==> config.mk <==
export PLATFORM = sky130hd
export DESIGN_NAME = slot_allocator_flat
export DESIGN_NICKNAME = d
export VERILOG_FILES = /design/src/rtl/slot_allocator_if.sv /design/src/rtl/slot_allocator.sv /design/src/flat_wrapper.sv
export SDC_FILE = /design/constraint.sdc
export NUM_CORES = 1
export LEC_CHECK = 0
export CAP_MARGIN = 25
export CORE_MARGIN = 8
export CORE_UTILIZATION = 32
export CTS_BUF_LIST = sky130_fd_sc_hd__clkbuf_16
export DETAILED_ROUTE_END_ITERATION = 8
export PLACE_DENSITY_LB_ADDON = 0.3
export SLEW_MARGIN = 20
export SYNTH_ARGS = -nofsm -noshare
export SYNTH_HDL_FRONTEND = slang
export SYNTH_SLANG_ARGS = --single-unit
==> constraint.sdc <==
create_clock -name clk -period 4 [get_ports clk]
set_input_delay 0.4 -clock clk [delete_from_list [all_inputs] [get_ports clk]]
set_output_delay 0.4 -clock clk [all_outputs]
set_load 0.05 [all_outputs]
==> src/rtl/slot_allocator_if.sv <==
// Handshake bundle for slot_allocator: allocation request/grant, slot return,
// flush, and the registered occupancy view.
interface slot_allocator_if #(
  parameter int LOG_SLOTS = 3
);
  localparam int NSLOTS = 2 ** LOG_SLOTS;

  logic                 flush;
  logic                 alloc_req;
  logic                 alloc_gnt;
  logic [LOG_SLOTS-1:0] alloc_idx;
  logic                 free_valid;
  logic [LOG_SLOTS-1:0] free_idx;
  logic [NSLOTS-1:0]    busy_vec;
  logic [LOG_SLOTS:0]   count;
  logic                 full;
  logic                 empty;
  logic                 err;

  modport master (
    output flush, alloc_req, free_valid, free_idx,
    input  alloc_gnt, alloc_idx, busy_vec, count, full, empty, err
  );

  modport slave (
    input  flush, alloc_req, free_valid, free_idx,
    output alloc_gnt, alloc_idx, busy_vec, count, full, empty, err
  );
endinterface

==> src/rtl/slot_allocator.sv <==
// Slot pool allocator: busy bit-vector with lowest-free-slot selection.
// Optional sticky protocol-error flag enabled by defining SLOT_ALLOC_ERR_EN.
module slot_allocator #(
  parameter int LOG_SLOTS = 3
) (
  input logic             clk,
  input logic             reset,
  slot_allocator_if.slave bus
);
  localparam int NSLOTS = 2 ** LOG_SLOTS;
  localparam int CW     = LOG_SLOTS + 1;

  logic [NSLOTS-1:0]    busy_q, busy_d;
  logic [CW-1:0]        count_q, count_d;
  logic [LOG_SLOTS-1:0] sel_idx;
  logic                 full;
  logic                 gnt;
  logic                 free_hit;

  // NOTE: every variable written in always_comb gets a default first, so no
  // path can leave it unassigned and infer a latch.
  always_comb begin
    sel_idx = '0;
    for (int i = NSLOTS - 1; i >= 0; i--) begin
      if (!busy_q[i]) sel_idx = LOG_SLOTS'(i);
    end
  end

  assign full     = (count_q == CW'(NSLOTS));
  assign gnt      = bus.alloc_req & ~full & ~bus.flush;
  assign free_hit = bus.free_valid & busy_q[bus.free_idx] & ~bus.flush;

  // A granted slot is idle and a valid free targets a busy slot, so the two
  // updates never touch the same bit.
  always_comb begin
    busy_d  = busy_q;
    count_d = count_q;
    if (bus.flush) begin
      busy_d  = '0;
      count_d = '0;
    end else begin
      if (free_hit) busy_d[bus.free_idx] = 1'b0;
      if (gnt)      busy_d[sel_idx]      = 1'b1;
      count_d = count_q + CW'(gnt) - CW'(free_hit);
    end
  end

  // NOTE: sequential state uses non-blocking assignments so every flop
  // samples its pre-edge inputs regardless of statement order.
  always_ff @(posedge clk) begin
    if (reset) begin
      busy_q  <= '0;
      count_q <= '0;
    end else begin
      busy_q  <= busy_d;
      count_q <= count_d;
    end
  end

`ifdef SLOT_ALLOC_ERR_EN
  logic err_q, err_d;

  always_comb begin
    err_d = err_q;
    if (!bus.flush && ((bus.free_valid && !busy_q[bus.free_idx]) ||
                       (bus.alloc_req && full)))
      err_d = 1'b1;
  end

  always_ff @(posedge clk) begin
    if (reset) err_q <= 1'b0;
    else       err_q <= err_d;
  end

  assign bus.err = err_q;
`else
  assign bus.err = 1'b0;
`endif

  assign bus.alloc_gnt = gnt;
  assign bus.alloc_idx = full ? '0 : sel_idx;
  assign bus.busy_vec  = busy_q;
  assign bus.count     = count_q;
  assign bus.full      = full;
  assign bus.empty     = (count_q == '0);
endmodule
==> src/flat_wrapper.sv <==
// flat-port wrapper written by rule: the top's interface ports become plain ports
module slot_allocator_flat 
#(
  parameter int LOG_SLOTS = 3
)
  (clk, reset, bus_flush, bus_alloc_req, bus_free_valid, bus_free_idx, bus_alloc_gnt, bus_alloc_idx, bus_busy_vec, bus_count, bus_full, bus_empty, bus_err);
  slot_allocator_if #(.LOG_SLOTS(LOG_SLOTS)) bus_i ();
  input logic clk;
  input logic reset;
  input wire logic [$bits(bus_i.flush)-1:0] bus_flush;
  input wire logic [$bits(bus_i.alloc_req)-1:0] bus_alloc_req;
  input wire logic [$bits(bus_i.free_valid)-1:0] bus_free_valid;
  input wire logic [$bits(bus_i.free_idx)-1:0] bus_free_idx;
  output wire logic [$bits(bus_i.alloc_gnt)-1:0] bus_alloc_gnt;
  output wire logic [$bits(bus_i.alloc_idx)-1:0] bus_alloc_idx;
  output wire logic [$bits(bus_i.busy_vec)-1:0] bus_busy_vec;
  output wire logic [$bits(bus_i.count)-1:0] bus_count;
  output wire logic [$bits(bus_i.full)-1:0] bus_full;
  output wire logic [$bits(bus_i.empty)-1:0] bus_empty;
  output wire logic [$bits(bus_i.err)-1:0] bus_err;
  assign bus_i.flush = bus_flush;
  assign bus_i.alloc_req = bus_alloc_req;
  assign bus_i.free_valid = bus_free_valid;
  assign bus_i.free_idx = bus_free_idx;
  assign bus_alloc_gnt = bus_i.alloc_gnt;
  assign bus_alloc_idx = bus_i.alloc_idx;
  assign bus_busy_vec = bus_i.busy_vec;
  assign bus_count = bus_i.count;
  assign bus_full = bus_i.full;
  assign bus_empty = bus_i.empty;
  assign bus_err = bus_i.err;
  slot_allocator #(.LOG_SLOTS(LOG_SLOTS)) u_core (.clk(clk), .reset(reset), .bus(bus_i));
endmodule
==> key figures <==
Detailed routing
  • Pre-Repair DR Iteration Count: 4
  • # DRC: 0
  • WL/cell: around 15 µm
  • Drt first-iter violations: 42
  • Total wire length: between 2 and 3 mm
  • DR vias/cell: between 5 and 6
  • Routed Antenna Nets: 0
  • Via count: a little over 900

Placed design
  • RD Place Congestion: roughly 0.8
  • Setup Slack @ Placement: slightly below 900 ps
  • Post-DP HPWL: ~2.0 mm
  • Post-DP Area: about 1200 µm²
  • Port bufs: 25

Global route
  • Vias in the first global route: 923
  • Grt ovf: 0
  • Antenna violations before repair: 0
  • First-pass GRT wire length: 4.39 mm
  • Total global routing track utilization: 10.6%
  • Largest net degree at the start of global routing: 12

Setup path
  • FF-to-FF End: u_core.bus.count[2]
  • WP data required: 4130 ps
  • Worst R2R Start: u_core.bus.count[2]
  • R2r setup slk: between 1000 and 1500 ps
  • CP arrival: 2990 ps
  • Crit path kind: input pin to flip-flop
  • CP Capture Type: flip-flop
  • Crit path launch type: input pin
  • CP max FO: 11
  • Register-to-Register Path Depth: 11

Hold path
  • WHS Path Cells: 2
  • Worst Hold Launch: u_core.bus.busy_vec[4]
  • Worst hold path type: flip-flop to flip-flop
  • Hold Path Sink: u_core.bus.busy_vec[4]

STA
  • Period utilisation layout: ~70%
  • Min Tclk post-route: about 2900 ps
  • Worst Tran Pin Value: 537 ps
  • Hold_ws: around 530 ps
  • Final setup violation count: 0
  • Final WS setup: 1140 ps
  • Final hold violation count: 0
  • Setup TNS: 0 ps
  • Final Slew Violations: 0
  • Max Freq: roughly 350 MHz
  • RSZ-0062 raised after global routing: no
  • Slew headroom: approximately 64%
  • Final clock skew: approximately 2.6 ps

Logic synthesis
  • Most frequent cells after synthesis: nand2_1, dfxtp_1, nor2_1, ha_1, inv_1
  • Synth area leader: dfxtp_1
  • Syn Nets: roughly 120
  • Yosys warns: 0
  • Seq/Total Area, Yosys: roughly a quarter
  • Syn_area_per_cell: between 8 and 9 µm²
  • Number of synthesized flops with an enable pin: 0
  • Top-area cell type share of the netlist area: 25.5%
  • Yosys reg bits: 12
  • Top-count cell post-synth: nand2_1
  • Synth Flop Type: dfxtp_1
  • Synth Cell Area: about 940 µm²
  • Post-Syn Instances: 109
  • Async SR Flop Fraction: 0%
  • Synth top area cells: dfxtp_1, ha_1, nand2_1, a2111oi_2, mux2i_1
  • Yosys cell types: 39

Floorplanning
  • Die width: between 70 and 80 µm
  • # IOs: 27
  • Rows: 19
  • Die height: 70.2 µm
  • Die area: just under 5000 µm²
  • Initial core utilization: 33.8%
  • CORE AREA: ~2800 µm²

Clocking
  • CTS root buffer: clkbuf_16
  • Worst skew pair latency: about 240 ps
  • Cts repair resizes: 0
  • Clk sinks: 12
  • Post-CTS setup buffers: 0
  • Reg clk slew, reported paths: roughly 40 ps
  • Clock buffer depth: 2
  • H-tree Lvls: 1
  • CTS buffer count: 3
  • Number of hold buffers added after cts: 0
  • CTS tree: built

Layout
  • Share of layout cells above drive strength 1: 9.77%
  • Fillers: approximately 280
  • P&R area growth vs syn: 35.2%
  • Nets: between 100 and 150
  • Diode count: 0
  • Final instance area: between 1000 and 1500 µm²

Pwr
  • Max IR drop VDD: 0.169 mV
  • Power Density: 280 nW/µm²
  • LEAKAGE: about 0.42 nW
  • Pwr Total: 356 µW

Job
  • Max Cap Viol: 0

Run status
  • Outcome: completed
## stage by stage
step | utilization, % | std cells
floorplan | - | 109
global placement | 42.9 | 160
detailed placement | 42.9 | 160
CTS | 45.7 | 164
global route | 45.7 | 164
finish | 45.7 | 164
## power breakdown
group          internal (mW)  switching (mW)
logic                 0.0180          0.0304
registers              0.121         0.00200
clock network          0.132          0.0526
## cell families (layout without fill, tap and decap cells)
| logic type | count (synthesis) | after routing | share of synthesized area (%) |
|---|---|---|---|
| xor gates and xnor gates | 2 | 2 | 1.86 |
| buffers and inverters | 12 | 36 | 6.65 |
| DFF | 12 | 12 | 25.5 |
| muxes | 4 | 4 | 4.26 |
| AOI/OAI and AO/OA | 28 | 28 | 26.7 |
| adders and majority gates | 7 | 7 | 10.1 |
| other | 1 | 1 | 0.399 |
| and+or+nand+nor | 43 | 43 | 24.5 |
## registers in the layout, summed over array words and instances (netlist names)
| signal | count |
|---|---|
| u_core.bus.count | 4 |
| u_core.bus.busy_vec | 8 |
## worst max-delay path, cell delays in order
cell             delay [ps]
clkdlybuf4s50_1         760
mux2i_1                 330
o32a_4                  260
a21oi_2                  80
ha_1                    290
inv_1                    40
ha_1                    200
fa_1                    410
xnor2_1                 170
nor2_1                   50
## how the worst max path moves through the flow
stage | start | endpoint | slack (ps) | cells past startpoint
after detailed placement | bus_free_idx[0] | u_core.bus.count[2] | 880 | 10
after global routing | bus_free_idx[0] | u_core.bus.count[2] | 1000 | 10
after global placement | bus_free_idx[0] | u_core.bus.count[2] | 1020 | 10
after floorplan | u_core.bus.count[2] | u_core.bus.count[2] | 550 | 11
after CTS | bus_free_idx[0] | u_core.bus.count[2] | 1140 | 10
final | bus_free_idx[0] | u_core.bus.count[2] | 1140 | 10
## routing by layer
layer  global-route usage [%]  up-vias  part of all wire (%)
li1                         -      441                     -
met1                     11.7      424                    43
met2                     18.2       35                    48
met3                     2.40        5                   6.8
met4                     6.03        0                   2.5
met5                        0        -                     0
## placed cells by master, fill, tap and decap left out, types with 2 or more instances in the layout
master / instances
clkdlybuf4s50_1: 25
nand2_1: 13
dfxtp_1: 12
nor2_1: 9
inv_1: 6
ha_1: 6
mux2i_1: 4
nand2b_1: 4
nor3_1: 4
and2_1: 4
a21oi_1: 3
a2111oi_2: 3
o32ai_1: 3
o211ai_1: 3
clkbuf_16: 3
nor3b_2: 2
o21ai_0: 2
nor2b_1: 2
a211oi_1: 2
xnor2_1: 2
o22ai_1: 2
o2bb2ai_1: 2
## final cells by class
type	count	area, µm²	share of cell area (%)
Timing Repair Buffer	25	250	19.7
Multi-Input combinational cell	85	638	50.1
Inverter	7	26.3	2.06
Clock buffer	3	75.1	5.90
Sequential cell	12	240	18.9
Tap cell	31	38.8	3.05
Clock inverter	1	3.75	0.295
No activity file was read; power rests on OpenSTA's default activity.
